$ cat src/rtl/pc_stack.sv
// rtl/pc_stack.sv - program counter with hardware return-address stack
// Priority: reset > halted > done > stall > ret > call > reljump > absjump > increment.
module pc_stack #(
  parameter int             D          = 12,
  parameter int             DEPTH      = 8,
  parameter logic [D-1:0]   RESET_ADDR = '0
) (
  input  logic                         clk,
  input  logic                         reset,
  input  logic                         stall,
  input  logic                         done,
  input  logic                         reljump_en,
  input  logic                         absjump_en,
  input  logic                         call_en,
  input  logic                         ret_en,
  input  logic [D-1:0]                 target,
  output logic [D-1:0]                 prog_ctr,
  output logic                         halted,
  output logic                         stack_ovf,
  output logic                         stack_unf,
  output logic [$clog2(DEPTH+1)-1:0]   depth
);

  localparam int              DW   = $clog2(DEPTH + 1);
  localparam int              AW   = (DEPTH > 1) ? $clog2(DEPTH) : 1;
  localparam logic [DW-1:0]   FULL = DW'(DEPTH);

  logic [D-1:0]  stack_mem [DEPTH];

  logic [D-1:0]  pc_inc;
  logic [D-1:0]  pc_nxt;
  logic [DW-1:0] depth_nxt;
  logic          halted_nxt;
  logic          ovf_nxt;
  logic          unf_nxt;
  logic          push_en;
  logic [AW-1:0] top_idx;
  logic [AW-1:0] push_idx;

  // Arithmetic is naturally modulo 2^D because every result is D bits wide.
  assign pc_inc   = prog_ctr + D'(1);
  assign top_idx  = AW'(depth - DW'(1));
  assign push_idx = AW'(depth);

  always_comb begin
    pc_nxt     = prog_ctr;
    depth_nxt  = depth;
    halted_nxt = halted;
    ovf_nxt    = stack_ovf;
    unf_nxt    = stack_unf;
    push_en    = 1'b0;
    if (!halted) begin
      if (done) begin
        halted_nxt = 1'b1;
      end else if (!stall) begin
        if (ret_en) begin
          if (depth != '0) begin
            pc_nxt    = stack_mem[top_idx];
            depth_nxt = depth - DW'(1);
          end else begin
            unf_nxt    = 1'b1;
            halted_nxt = 1'b1;
          end
        end else if (call_en) begin
          if (depth != FULL) begin
            push_en   = 1'b1;
            pc_nxt    = target;
            depth_nxt = depth + DW'(1);
          end else begin
            ovf_nxt    = 1'b1;
            halted_nxt = 1'b1;
          end
        end else if (reljump_en) begin
          pc_nxt = prog_ctr + target;
        end else if (absjump_en) begin
          pc_nxt = target;
        end else begin
          pc_nxt = pc_inc;
        end
      end
    end
  end

  always_ff @(posedge clk) begin
    if (reset) begin
      prog_ctr  <= RESET_ADDR;
      depth     <= '0;
      halted    <= 1'b0;
      stack_ovf <= 1'b0;
      stack_unf <= 1'b0;
    end else begin
      prog_ctr  <= pc_nxt;
      depth     <= depth_nxt;
      halted    <= halted_nxt;
      stack_ovf <= ovf_nxt;
      stack_unf <= unf_nxt;
    end
  end

  // Stack contents need no reset; only entries below depth are ever read.
  always_ff @(posedge clk) begin
    if (!reset && push_en) begin
      stack_mem[push_idx] <= pc_inc;
    end
  end

endmodule

$ cat config.mk
export PLATFORM = sky130hd
export DESIGN_NAME = pc_stack
export DESIGN_NICKNAME = d
export VERILOG_FILES = /design/src/rtl/pc_stack.sv
export SDC_FILE = /design/constraint.sdc
export NUM_CORES = 1
export LEC_CHECK = 0
export BUFFER_PORTS_ARGS = -buffer_cell sky130_fd_sc_hd__buf_2
export CAP_MARGIN = 40
export CORE_UTILIZATION = 61
export DETAILED_ROUTE_END_ITERATION = 10
export GPL_ROUTABILITY_DRIVEN = 1
export PLACE_DENSITY = 0.8
export SYNTH_ARGS = -nofsm -noshare
export SYNTH_HDL_FRONTEND = slang
export SYNTH_SLANG_ARGS = --single-unit
$ cat constraint.sdc
create_clock -name clk -period 5.7 [get_ports clk]
set_input_delay 0.285 -clock clk [delete_from_list [all_inputs] [get_ports clk]]
set_output_delay 0.285 -clock clk [all_outputs]
set_load 0.03 [all_outputs]
==> results_tabular.tex, run 1 <==
\begin{tabular}{lr}
\hline
Metric & Value \\
\hline
\multicolumn{2}{l}{\textbf{Outcome}} \\
\quad Status & finished with violations \\
\quad Violations in the final reports & design-rule violations \\
\multicolumn{2}{l}{\textbf{Cells and area}} \\
\quad Commonest cells after routing, fill and taps aside & 96 x sky130\_fd\_sc\_hd\_\_edfxtp\_1, 38 x sky130\_fd\_sc\_hd\_\_buf\_2, 36 x sky130\_fd\_sc\_hd\_\_nor2\_1 \\
\quad Area growth from synthesis to layout & 17.19\% \\
\quad Final nets & 494 \\
\quad Antenna fix cells & 0 \\
\quad Fraction of layout cells with a size suffix above 1 & 0.2574 \\
\quad Final non-filler cell area & 6550 um\^{}2 \\
\quad Most common cell after layout, fill and taps aside & sky130\_fd\_sc\_hd\_\_edfxtp\_1 \\
\multicolumn{2}{l}{\textbf{Synth}} \\
\quad Most used flip-flop cell after synthesis & sky130\_fd\_sc\_hd\_\_edfxtp\_1 \\
\quad Post-Synthesis Cells & 402 \\
\quad Register area share after synthesis & 0.5838 \\
\quad Synth Area per Inst & 13.90 um\^{}2 \\
\quad Post-synth EDFFs & 96 \\
\quad Netlist Area Pre-Place & 5589 um\^{}2 \\
\quad Largest cells by area after synthesis & sky130\_fd\_sc\_hd\_\_edfxtp\_1 52\%, sky130\_fd\_sc\_hd\_\_mux4\_2 9.7\%, sky130\_fd\_sc\_hd\_\_dfxtp\_1 6.8\%, sky130\_fd\_sc\_hd\_\_ha\_1 3.4\%, sky130\_fd\_sc\_hd\_\_nor2\_1 2.4\% \\
\quad Async set or reset register ratio after synthesis & 0 \\
\quad Distinct cell type count of the synthesized netlist & 58 \\
\quad Largest area contributor in the synthesized netlist & sky130\_fd\_sc\_hd\_\_edfxtp\_1 \\
\quad Proportion of netlist area held by the largest area contributor & 0.5158 \\
\quad Count of synthesis-stage warnings from yosys & 0 \\
\quad Syn Nets & $\sim$440 \\
\quad Flip-flop and latch count after synthesis & 115 \\
\multicolumn{2}{l}{\textbf{Global route}} \\
\quad Remaining global-route overflow & 0 \\
\quad Global-route wire length before repair & 21,970 um \\
\quad Via count of the first global-routing pass & 3,867 \\
\quad GR Util All Layers & 0.3205 \\
\quad Pin count of the biggest net entering global routing & 25 \\
\quad Antenna violations before repair & 0 \\
\multicolumn{2}{l}{\textbf{Floorplanning}} \\
\quad Die outline height & 97.72 um \\
\quad FP Rows & 34 \\
\quad Placeable core region & between 8000 and 9000 um\^{}2 \\
\quad Number of top-level pins & 39 \\
\quad Die Outline Area & 9549 um\^{}2 \\
\quad Effective utilization at floorplan & 0.6347 \\
\quad Horizontal die dimension & 97.72 um \\
\multicolumn{2}{l}{\textbf{Timing}} \\
\quad Final critical-path share of the clock period & 0.4852 \\
\quad Tightest slew margin relative to the limit & 0.3286 \\
\quad Unrepaired setup endpoints after global routing & false \\
\quad Fin crit period & roughly 2.8 ns \\
\quad Worst Max-Slew Pin Slew & around 1.0 ns \\
\quad Worst Clk Skew & 0.009348 ns \\
\quad Pins Over Slew Limit & 0 \\
\quad Final setup violation count & 0 \\
\quad Achievable Freq & 361.6 MHz \\
\quad Total negative slack for setup checks & 0 ns \\
\quad Total count of hold-check failures in the final report & 0 \\
\multicolumn{2}{l}{\textbf{CTS}} \\
\quad Clock root buffer master & sky130\_fd\_sc\_hd\_\_clkbuf\_8 \\
\quad Total CTS buffers & 17 \\
\quad Total setup buffers inserted after CTS & 0 \\
\quad H-tree depth reported by CTS & 4 \\
\quad Clock tree from TritonCTS & built \\
\quad Source-to-sink clock delay at the later pin of the worst-skew pair & 0.52 ns \\
\quad Clock tree sinks & 115 \\
\quad Largest buffer count on any clock path & 2 \\
\quad Clock edge transition at the registers on the reported setup and hold paths & $\sim$0.060 ns \\
\multicolumn{2}{l}{\textbf{Power}} \\
\quad Power per unit of standard cell area & 333.5 nW/um\^{}2 \\
\quad Worst IR Drop VDD & 0.1986 mV \\
\quad Cell leakage power & 0.002380 uW \\
\multicolumn{2}{l}{\textbf{Route}} \\
\quad Via density & 6.825 \\
\quad Via count & approximately 3,900 \\
\quad Remaining design rule violation count & 13 \\
\quad Total routed wirelength & 14,120 um \\
\quad Avg WL per Cell & 24.43 um \\
\quad Number of detailed-route iterations in the first pass & 8 \\
\quad Number of routed nets with antenna violations & 0 \\
\quad First DRT Iteration DRCs & 403 \\
\multicolumn{2}{l}{\textbf{Run}} \\
\quad Max Cap Violations & 0 \\
\multicolumn{2}{l}{\textbf{Placement}} \\
\quad Dpl hpwl & 9547 um \\
\quad Global placer's final weighted congestion & 0.9090 \\
\quad Placed cell areas & 5941 um\^{}2 \\
\quad PortBufs & 38 \\
\multicolumn{2}{l}{\textbf{Worst setup path}} \\
\quad Maximum single-stage delay on the critical path & 0.56 ns \\
\quad Data required time at the worst endpoint & 5.93 ns \\
\quad Worst EP arrival & 2.99 ns \\
\quad CP Capture Type & register \\
\quad Cells along the critical path & inv\_1, ha\_1, and3b\_1, nor3\_1, nand2\_1, nor2\_1, buf\_6 \\
\quad Critical Path Slowest Stage Cell & sky130\_fd\_sc\_hd\_\_dfxtp\_1 \\
\quad Startpoint kind of the worst setup timing path & register \\
\quad Category of the most critical setup path & register to register \\
\quad Critical path peak fanout & 9 \\
\multicolumn{2}{l}{\textbf{Hold path}} \\
\quad Class of the worst hold path & input pin to register \\
\hline
\end{tabular}
[registers in the layout (all words and copies together), names as in the netlist]
| register | flops |
|---|---|
| stack_unf | 1 |
| halted | 1 |
| prog_ctr | 12 |
| stack_ovf | 1 |
| stack_mem | 96 |
| depth | 4 |
[synthesized netlist by cell type (all sizes together), types with 11 or more instances]
cell / instances
nor2: 37
buf: 11
nor3: 13
edfxtp: 96
dfxtp: 19
ha: 15
o21ai: 11
a21oi: 17
nand2: 19
mux4: 24
xor2: 11
[worst max-delay path, delay by kind of cell (launching register included)]
family	cells	cell delay, ns
AND/OR/NAND/NOR	4	1.30
flip-flops	1	0.56
buffers and inverters	2	0.39
adder cells (fa/ha/maj)	1	0.22
[layer usage]
layer / vias to the layer above / GRT usage / routed length, um
met5: - / 0 / 0
met3: 37 / 0.09065 / 1392
met1: 1923 / 0.4389 / 5683
met2: 271 / 0.4845 / 6629
li1: 1714 / - / -
met4: 0 / 0.1410 / 415
[layout make-up]
type | instances | area, um^2
repair buffers | 56 | 351.6
multi-input cells | 259 | 2203
well taps | 108 | 135.1
inverters | 9 | 33.78
flip-flops and latches | 115 | 3264
fillers | 511 | 2256
clock inverters | 12 | 140.1
clock buffers | 19 | 421.7
[per-stage QoR]
stage	utilization	hold WS (ns)	setup WS [ns]	total power [uW]	cells
detailed placement	0.6746	0.4640	2.809	1175	541
global placement	0.6625	0.4581	2.346	1160	530
finish	0.7438	0.1417	2.934	2185	578
global route	0.7438	0.1450	2.810	2244	578
CTS	0.7396	0.1222	2.821	2191	573
floorplan	-	0.4122	2.525	1104	402
[kinds of logic after synthesis]
group,count (synthesis),synth area share
flip-flops,115,0.5838
AND/OR/NAND/NOR,105,0.09403
AO/OA/AOI/OAI,87,0.1198
multiplexers,32,0.1117
buffers and inverters,28,0.02373
XOR/XNOR,19,0.02977
adder cells (fa/ha/maj),16,0.03716
[where the power goes]
group          switching [uW]  leakage (uW)  internal (uW)  total, uW
Sequential               16.9       0.00104            922        939
Clock                     364      0.000270            655       1020
Combinational             139       0.00107           86.8        226
Total                     520       0.00238           1660       2180
[path summary, 6_finish.rpt]
kind / start / endpoint / slack, ns / depth (start not counted)
worst max-delay path: depth[1] / stack_mem[6][2] / 2.93 / 7
worst min-delay path: target[4] / prog_ctr[4] / 0.14 / 3
worst max register to register: depth[1] / stack_mem[6][2] / 2.93 / 7
worst min register to register: stack_ovf / stack_ovf / 0.48 / 2
[timing repair]
item / in CTS / in global routing
hold buffers: 1 / 0
endpoints found under the hold margin: 1 / 0
resized for setup: 0 / 0
No activity file was read; power rests on OpenSTA's default activity.
==> run 2, diff against run 1 <==
- ABC_AREA: default -> 1
- CORE_UTILIZATION: 61 -> 55
- PLACE_DENSITY: 0.8 -> 0.76
- clock period: 5.7 -> 2.3 ns (I/O delays scaled with it)
==> run 2 against run 1 <==
Net effect: the flow now finishes without violations; core utilization down 7.2 points; worst hold slack worse by 0.093 ns; clock power up 140%; clock-buffer cell count down 2; cell count up 47%; highest routed layer unchanged; die area up 18%; register-to-register slack worse by 2.7 ns; critical path type unchanged; combinational power rose to 3.2 times the previous value; largest power group unchanged; worst setup slack worse by 2.7 ns.
==> results_tabular.tex, run 2 <==
\begin{tabular}{lr}
\hline
Metric & Value \\
\hline
\multicolumn{2}{l}{\textbf{Outcome}} \\
\quad Status & complete, no violations \\
\multicolumn{2}{l}{\textbf{Timing}} \\
\quad Achievable Freq & 473.0 MHz (+31\%) \\
\quad Total negative slack for setup checks & 0 ns (unchanged) \\
\quad Pins Over Slew Limit & 0 (unchanged) \\
\quad Final setup violation count & 0 (unchanged) \\
\quad Worst Clk Skew & 0.008979 ns (-0.0003691 ns) \\
\quad Fin crit period & 2.114 ns (-0.6514 ns) \\
\quad Worst Max-Slew Pin Slew & 0.7716 ns (-0.2321 ns) \\
\quad Final critical-path share of the clock period & 0.9192 (+0.4340) \\
\quad Total count of hold-check failures in the final report & 0 (unchanged) \\
\quad Final-layout worst hold slack & 0.04870 ns (-0.09299 ns) \\
\quad Tightest slew margin relative to the limit & 0.4839 (+0.1552) \\
\quad Unrepaired setup endpoints after global routing & false \\
\quad Setup WS post-layout & 0.1859 ns (-2.749 ns) \\
\multicolumn{2}{l}{\textbf{Cells and area}} \\
\quad Final nets & 736 (+49\%) \\
\quad Most common cell after layout, fill and taps aside & sky130\_fd\_sc\_hd\_\_nand2\_1 \\
\quad Commonest cells after routing, fill and taps aside & 121 x sky130\_fd\_sc\_hd\_\_nand2\_1, 96 x sky130\_fd\_sc\_hd\_\_edfxtp\_1, 72 x sky130\_fd\_sc\_hd\_\_nor2\_1 \\
\quad Fraction of layout cells with a size suffix above 1 & 0.1725 (-0.08494) \\
\quad Number of flip-flops under the largest register name & 96 (unchanged) \\
\quad Largest registers & stack\_mem x96, prog\_ctr x12, depth x4 \\
\quad Fill count & 802 (+57\%) \\
\quad Biggest register & stack\_mem \\
\quad Area growth from synthesis to layout & 17.55\% \\
\quad Final non-filler cell area & 6997 um\^{}2 (+6.8\%) \\
\quad Antenna fix cells & 0 (unchanged) \\
\multicolumn{2}{l}{\textbf{Worst setup path}} \\
\quad Data required time at the worst endpoint & 2.52 ns (-3.41 ns) \\
\quad Startpoint kind of the worst setup timing path & register \\
\quad Worst EP arrival & 2.33 ns (-0.66 ns) \\
\quad Category of the most critical setup path & register to register \\
\quad Register-to-Register Path Depth & 8 (+1) \\
\quad Worst r2r dst & stack\_mem[4][3] \\
\quad R2r startpoint & depth[1] \\
\quad CP Capture Type & register \\
\quad Register-to-register setup slack & 0.19 ns (-2.75 ns) \\
\quad Critical path peak fanout & 12 (+3) \\
\multicolumn{2}{l}{\textbf{Global route}} \\
\quad Remaining global-route overflow & 0 (unchanged) \\
\quad Top Usage Layer GRT & met2 \\
\quad Antenna violations before repair & 0 (unchanged) \\
\quad Via count of the first global-routing pass & 4,658 (+20\%) \\
\quad Met1 global-route usage & 0.4307 (-0.008166) \\
\quad Global routing met2 resource utilization & 0.4514 (-0.03300) \\
\quad Pin count of the biggest net entering global routing & 58 (+130\%) \\
\quad GR Util All Layers & 0.3138 (-0.006657) \\
\quad Global-route wire length before repair & 25,650 um (+17\%) \\
\quad Met3 Track Usage GR & 0.09871 (+0.008065) \\
\multicolumn{2}{l}{\textbf{Floorplanning}} \\
\quad Horizontal die dimension & 106.0 um (+8.5\%) \\
\quad Effective utilization at floorplan & 0.5714 (-0.06329) \\
\quad Number of top-level pins & 39 (unchanged) \\
\quad Placeable core region & 10,420 um\^{}2 (+18\%) \\
\quad Die Outline Area & 11,240 um\^{}2 (+18\%) \\
\quad FP Rows & 37 (+8.8\%) \\
\quad Die outline height & 106.0 um (+8.5\%) \\
\multicolumn{2}{l}{\textbf{Synth}} \\
\quad Largest cells by area after synthesis & sky130\_fd\_sc\_hd\_\_edfxtp\_1 48\%, sky130\_fd\_sc\_hd\_\_nand2\_1 7.8\%, sky130\_fd\_sc\_hd\_\_dfxtp\_1 6.4\%, sky130\_fd\_sc\_hd\_\_o21ai\_0 5.7\%, sky130\_fd\_sc\_hd\_\_nor2\_1 4.8\% \\
\quad Post-Synthesis Cells & 645 (+60\%) \\
\quad Synth Area per Inst & 9.228 um\^{}2 (-34\%) \\
\quad List of most frequent post-synthesis cells & 123 x sky130\_fd\_sc\_hd\_\_nand2\_1, 96 x sky130\_fd\_sc\_hd\_\_edfxtp\_1, 76 x sky130\_fd\_sc\_hd\_\_nor2\_1 \\
\quad Post-synth EDFFs & 96 (unchanged) \\
\quad Syn Nets & 681 (+55\%) \\
\quad Netlist Area Pre-Place & 5952 um\^{}2 (+6.5\%) \\
\quad Flip-flop and latch count after synthesis & 115 (unchanged) \\
\quad Most used flip-flop cell after synthesis & sky130\_fd\_sc\_hd\_\_edfxtp\_1 \\
\quad Async set or reset register ratio after synthesis & 0 (unchanged) \\
\quad Largest area contributor in the synthesized netlist & sky130\_fd\_sc\_hd\_\_edfxtp\_1 \\
\quad Proportion of netlist area held by the largest area contributor & 0.4843 (-0.03144) \\
\quad Distinct cell type count of the synthesized netlist & 41 (-29\%) \\
\quad Count of synthesis-stage warnings from yosys & 0 (unchanged) \\
\quad Most repeated cell in the gate-level netlist after synthesis & sky130\_fd\_sc\_hd\_\_nand2\_1 \\
\quad Register area share after synthesis & 0.5482 (-0.03559) \\
\multicolumn{2}{l}{\textbf{Route}} \\
\quad Avg WL per Cell & 19.96 um (-18\%) \\
\quad Via density & 6.072 (-11\%) \\
\quad First DRT Iteration DRCs & 752 (+87\%) \\
\quad Remaining design rule violation count & 0 (-13) \\
\quad Total routed wirelength & 16,950 um (+20\%) \\
\quad Number of routed nets with antenna violations & 0 (unchanged) \\
\quad Via count & 5,155 (+31\%) \\
\quad Number of detailed-route iterations in the first pass & 6 (-2) \\
\multicolumn{2}{l}{\textbf{CTS}} \\
\quad Largest buffer count on any clock path & 2 (unchanged) \\
\quad Clock tree from TritonCTS & built \\
\quad H-tree depth reported by CTS & 4 (unchanged) \\
\quad Clock root buffer master & sky130\_fd\_sc\_hd\_\_clkbuf\_8 \\
\quad Source-to-sink clock delay at the later pin of the worst-skew pair & 0.52 ns (about the same) \\
\quad Clock tree sinks & 115 (unchanged) \\
\quad Clock edge transition at the registers on the reported setup and hold paths & 0.06 ns (about the same) \\
\quad Total CTS buffers & 17 (unchanged) \\
\multicolumn{2}{l}{\textbf{Hold path}} \\
\quad Worst min-delay path startpoint & done \\
\quad Hold depth & 5 (+2) \\
\quad Hold EP & stack\_unf \\
\quad Class of the worst hold path & input pin to register \\
\multicolumn{2}{l}{\textbf{Run}} \\
\quad Max Cap Violations & 0 (unchanged) \\
\multicolumn{2}{l}{\textbf{Placement}} \\
\quad Global placer's final weighted congestion & 1.014 (+12\%) \\
\quad Placed cell areas & 6400 um\^{}2 (+7.7\%) \\
\quad Dpl hpwl & 11,830 um (+24\%) \\
\quad PortBufs & 38 (unchanged) \\
\quad Post-place setup slack & 0.1879 ns (-2.621 ns) \\
\multicolumn{2}{l}{\textbf{Power}} \\
\quad Power per unit of standard cell area & 779.3 nW/um\^{}2 (+130\%) \\
\quad Cell leakage power & 0.002815 uW (+18\%) \\
\quad Final Total Pwr & 5453 uW (+150\%) \\
\quad Worst IR Drop VDD & 0.6861 mV (+250\%) \\
\hline
\end{tabular}
run 2: cell types whose count changed after synthesis, sizes merged, moves of 8 or more:
cell    change
nor2       +44
nand2     +104
mux4       -24
a311oi      -8
nand3      +30
buf         +9
o21ai      +62
a21oi      +16
inv        +58
o22ai      +22
run 2: what timing repair did:
item                                   4_1_cts  5_1_grt
endpoints found under the hold margin        5        0
resized for setup                            0        0
hold buffers                                 5        0
buffers inserted                             0        0
run 2: how the worst max path moves through the flow:
stage | startpoint | to | slack, ns | depth (start not counted)
global placement | depth[1] | stack_mem[0][4] | 0.26 | 7
global route | depth[1] | stack_mem[2][4] | 0.08 | 8
finish | depth[1] | stack_mem[4][3] | 0.19 | 8
CTS | depth[1] | stack_mem[4][8] | 0.18 | 8
floorplan | depth[0] | stack_mem[4][0] | 0.02 | 9
detailed placement | depth[1] | stack_mem[4][1] | 0.19 | 8
run 2: routing by layer:
metal  share of wire  routed length, um
met5               0                  0
met4           0.045                765
met3            0.12               2017
met2            0.44               7428
met1            0.40               6736
run 2: power breakdown:
part / switching (uW) / leakage [uW] / internal, uW / total (uW)
registers: 34.0 / 0.00105 / 2290 / 2320
logic: 499 / 0.00150 / 222 / 721
clock network: 977 / 0.000266 / 1440 / 2410
total: 1510 / 0.00281 / 3940 / 5450
run 2: cell type report:
type / count / area (um^2) / share of cell area
flip-flops and latches: 115 / 3271 / 0.4675
multi-input cells: 437 / 2369 / 0.3385
clock buffers: 17 / 414.1 / 0.05919
repair buffers: 63 / 390.4 / 0.05579
inverters: 66 / 250.2 / 0.03577
well taps: 136 / 170.2 / 0.02432
clock inverters: 15 / 132.6 / 0.01896
run 2: cell families (layout without fill, tap and decap cells):
group / count (synthesis) / after routing / share of synthesized area
flops: 115 / 115 / 0.5482
buf+inv: 93 / 161 / 0.06916
fa+ha+maj: 16 / 16 / 0.03490
compound gates: 142 / 142 / 0.1291
xor+xnor: 12 / 12 / 0.02081
simple gates: 267 / 267 / 0.1978
run 2: stage by stage:
stage,util,cells
finish,0.6717,849
global route,0.6717,849
CTS,0.6717,849
detailed placement,0.6144,812
global placement,0.6144,812
floorplan,-,645
run 2: worst max-delay path, stage by stage, from the launching register on:
cell and delay (ns):
sky130_fd_sc_hd__dfxtp_4 0.40, sky130_fd_sc_hd__inv_1 0.07, sky130_fd_sc_hd__ha_2 0.18, sky130_fd_sc_hd__inv_2 0.07, sky130_fd_sc_hd__nor3_4 0.05, sky130_fd_sc_hd__nor4_4 0.36
sky130_fd_sc_hd__nand2_2 0.23, sky130_fd_sc_hd__nor3_4 0.21, sky130_fd_sc_hd__buf_4 0.23
==> run 3, diff against run 2 <==
- CORE_ASPECT_RATIO: default -> 0.75
- CORE_MARGIN: default -> 3
==> run 3 against run 2 <==
Net effect: sequential cell count is the same; register-to-register slack lost 0.02 ns; worst setup slack lost 0.023 ns; wire length shrank 4.7%; sequential share of layout area is essentially flat; clock power grew 5%; combinational power shrank 2%; clock skew grew 0.0015 ns; worst hold slack gained 0.014 ns; design area is essentially flat; core utilization is essentially flat; sequential power is essentially flat; critical endpoint is now stack_mem[4][8]; highest routed layer unchanged.
==> results_tabular.tex, run 3 (synthesized netlist as in run 2, its figures left out) <==
\begin{tabular}{lr}
\hline
Metric & Value \\
\hline
\multicolumn{2}{l}{\textbf{Route}} \\
\quad Via count & 5,127 (-0.54\%) \\
\quad First DRT Iteration DRCs & 814 (+8.2\%) \\
\quad Number of routed nets with antenna violations & 0 (unchanged) \\
\quad Via density & 6.082 (+0.16\%) \\
\quad Number of detailed-route iterations in the first pass & 5 (-1) \\
\quad Remaining design rule violation count & 0 (unchanged) \\
\quad Total routed wirelength & 16,150 um (-4.7\%) \\
\quad Avg WL per Cell & 19.16 um (-4.0\%) \\
\multicolumn{2}{l}{\textbf{Cells and area}} \\
\quad Final core occ & 0.6716 (about the same) \\
\quad Commonest cells after routing, fill and taps aside & 121 x sky130\_fd\_sc\_hd\_\_nand2\_1, 96 x sky130\_fd\_sc\_hd\_\_edfxtp\_1, 72 x sky130\_fd\_sc\_hd\_\_nor2\_1 \\
\quad Most common cell after layout, fill and taps aside & sky130\_fd\_sc\_hd\_\_nand2\_1 \\
\quad Final non-filler cell area & 6992 um\^{}2 (about the same) \\
\quad Largest registers & stack\_mem x96, prog\_ctr x12, depth x4 \\
\quad Biggest register & stack\_mem \\
\quad Number of flip-flops under the largest register name & 96 (unchanged) \\
\quad Antenna fix cells & 0 (unchanged) \\
\quad Final nets & 730 (-0.82\%) \\
\quad Area growth from synthesis to layout & 17.47\% (about the same) \\
\quad Fraction of layout cells with a size suffix above 1 & 0.1683 (-0.004194) \\
\multicolumn{2}{l}{\textbf{CTS}} \\
\quad Total CTS buffers & 17 (unchanged) \\
\quad Total setup buffers inserted after CTS & 0 (unchanged) \\
\quad H-tree depth reported by CTS & 4 (unchanged) \\
\quad Largest buffer count on any clock path & 2 (unchanged) \\
\quad Clock tree from TritonCTS & built \\
\quad Clock edge transition at the registers on the reported setup and hold paths & 0.05 ns (about the same) \\
\quad Clock tree sinks & 115 (unchanged) \\
\quad Source-to-sink clock delay at the later pin of the worst-skew pair & 0.41 ns (-0.11 ns) \\
\quad Clock root buffer master & sky130\_fd\_sc\_hd\_\_clkbuf\_16 \\
\multicolumn{2}{l}{\textbf{Worst setup path}} \\
\quad Startpoint kind of the worst setup timing path & register \\
\quad Cell type group with the largest total delay on the critical path & simple AND/OR/NAND/NOR gates \\
\quad Data required time at the worst endpoint & 2.40 ns (-0.12 ns) \\
\quad CP Capture Type & register \\
\quad Worst EP arrival & 2.24 ns (-0.09 ns) \\
\quad Worst path bufs/invs & 3 (unchanged) \\
\quad Critical path peak fanout & 12 (unchanged) \\
\quad Most repeated library cell on the critical path & sky130\_fd\_sc\_hd\_\_nor3\_4 \\
\quad Critical Path Slowest Stage Cell & sky130\_fd\_sc\_hd\_\_dfxtp\_4 \\
\quad Cells along the critical path & inv\_1, ha\_4, inv\_2, nor3\_4, nor4\_4, nand2\_2, nor3\_4, buf\_4 \\
\quad Category of the most critical setup path & register to register \\
\quad Maximum single-stage delay on the critical path & 0.40 ns (about the same) \\
\multicolumn{2}{l}{\textbf{Timing}} \\
\quad Final-layout worst hold slack & 0.06294 ns (+0.01424 ns) \\
\quad Achievable Freq & 468.0 MHz (-1.1\%) \\
\quad Tightest slew margin relative to the limit & 0.6221 (+0.1382) \\
\quad Unrepaired setup endpoints after global routing & false \\
\quad Fin crit period & 2.137 ns (+0.02286 ns) \\
\quad Worst Max-Slew Pin Slew & 0.5669 ns (-0.2047 ns) \\
\quad Final setup violation count & 0 (unchanged) \\
\quad Total count of hold-check failures in the final report & 0 (unchanged) \\
\quad Total negative slack for setup checks & 0 ns (unchanged) \\
\quad Final critical-path share of the clock period & 0.9291 (+0.009941) \\
\quad Worst Clk Skew & 0.01051 ns (+0.001530 ns) \\
\quad Pins Over Slew Limit & 0 (unchanged) \\
\multicolumn{2}{l}{\textbf{Floorplanning}} \\
\quad Die outline height & 96.09 um (-9.4\%) \\
\quad Effective utilization at floorplan & 0.5718 (about the same) \\
\quad Number of top-level pins & 39 (unchanged) \\
\quad FP Rows & 32 (-14\%) \\
\quad Die Outline Area & 12,120 um\^{}2 (+7.8\%) \\
\quad Placeable core region & 10,410 um\^{}2 (about the same) \\
\quad Horizontal die dimension & 126.1 um (+19\%) \\
\multicolumn{2}{l}{\textbf{Placement}} \\
\quad Dpl hpwl & 10,810 um (-8.6\%) \\
\quad Placed cell areas & 6397 um\^{}2 (about the same) \\
\quad PortBufs & 38 (unchanged) \\
\quad Global placer's final weighted congestion & 0.8857 (-13\%) \\
\multicolumn{2}{l}{\textbf{Global route}} \\
\quad GR Util All Layers & 0.2714 (-0.04242) \\
\quad Global routing met2 resource utilization & 0.4013 (-0.05012) \\
\quad Remaining global-route overflow & 0 (unchanged) \\
\quad Via count of the first global-routing pass & 4,777 (+2.6\%) \\
\quad Pin count of the biggest net entering global routing & 58 (unchanged) \\
\quad Met3 Track Usage GR & 0.09096 (-0.007753) \\
\quad Global-route wire length before repair & 25,000 um (-2.6\%) \\
\quad Top Usage Layer GRT & met2 \\
\quad Antenna violations before repair & 0 (unchanged) \\
\quad Met1 global-route usage & 0.3779 (-0.05278) \\
\multicolumn{2}{l}{\textbf{Outcome}} \\
\quad Status & complete, no violations \\
\multicolumn{2}{l}{\textbf{Power}} \\
\quad Power per unit of standard cell area & 793.1 nW/um\^{}2 (+1.8\%) \\
\quad Cell leakage power & 0.002803 uW (-0.43\%) \\
\quad Worst IR Drop VDD & 0.5551 mV (-19\%) \\
\multicolumn{2}{l}{\textbf{Hold path}} \\
\quad Class of the worst hold path & input pin to register \\
\multicolumn{2}{l}{\textbf{Run}} \\
\quad Max Cap Violations & 0 (unchanged) \\
\hline
\end{tabular}
[run 3: changes by cell type in the layout (fill, tap and decap cells not counted), moves of 2 or more]
cell	delta
sky130_fd_sc_hd__dlygate4sd3_1	-4
sky130_fd_sc_hd__clkbuf_1	+2
sky130_fd_sc_hd__clkinv_2	-2
sky130_fd_sc_hd__buf_4	-3
[run 3: worst register-to-register path, delay by kind of cell, from the launching register on]
family	cells	cell delay [ns]
flip-flops	1	0.40
buffers and inverters	3	0.41
adder cells (fa/ha/maj)	1	0.17
AND/OR/NAND/NOR	4	0.84
[run 3: per-stage QoR]
stage          total power, uW  cells  setup WS [ns]
6_report                  5545    843         0.1630
5_1_grt                   5729    843        0.02571
4_1_cts                   5535    843         0.1433
3_5_place_dp              3026    810         0.1688
3_3_place_gp              3008    810         0.2282
2_1_floorplan             2826    645        0.01949
[run 3: area by class of cell]
class / instances / area [um^2]
clock buffer: 19 / 432.9
clock inverter: 13 / 136.4
fill: 791 / 3418
inverter: 66 / 250.2
multi-input combinational: 437 / 2384
sequential: 115 / 3271
tap: 136 / 170.2
timing repair buffer: 57 / 347.8
[run 3: path summary, 6_finish.rpt]
path	start	end	slack, ns	cells past startpoint
hold / removal	stall	halted	0.06	4
setup / recovery	depth[1]	stack_mem[4][8]	0.16	8
hold reg to reg	stack_ovf	stack_ovf	0.49	2
setup reg to reg	depth[1]	stack_mem[4][8]	0.16	8
[run 3: power by group]
group | internal (uW) | switching (uW)
clock | 1590 | 936
combinational | 223 | 479
sequential | 2290 | 31.3
[run 3: per-layer routing]
layer,part of all wire,routed length (um),vias up
li1,-,-,2325
met1,0.43,6873,2462
met2,0.44,7116,299
met3,0.11,1771,41
met4,0.024,390,0
met5,0,0,-
[run 3: repair_timing]
action	CTS	global route
hold buffers	1	0
setup endpoints to repair	0	2
hold endpoints to repair	4	0
gates resized for setup	0	2
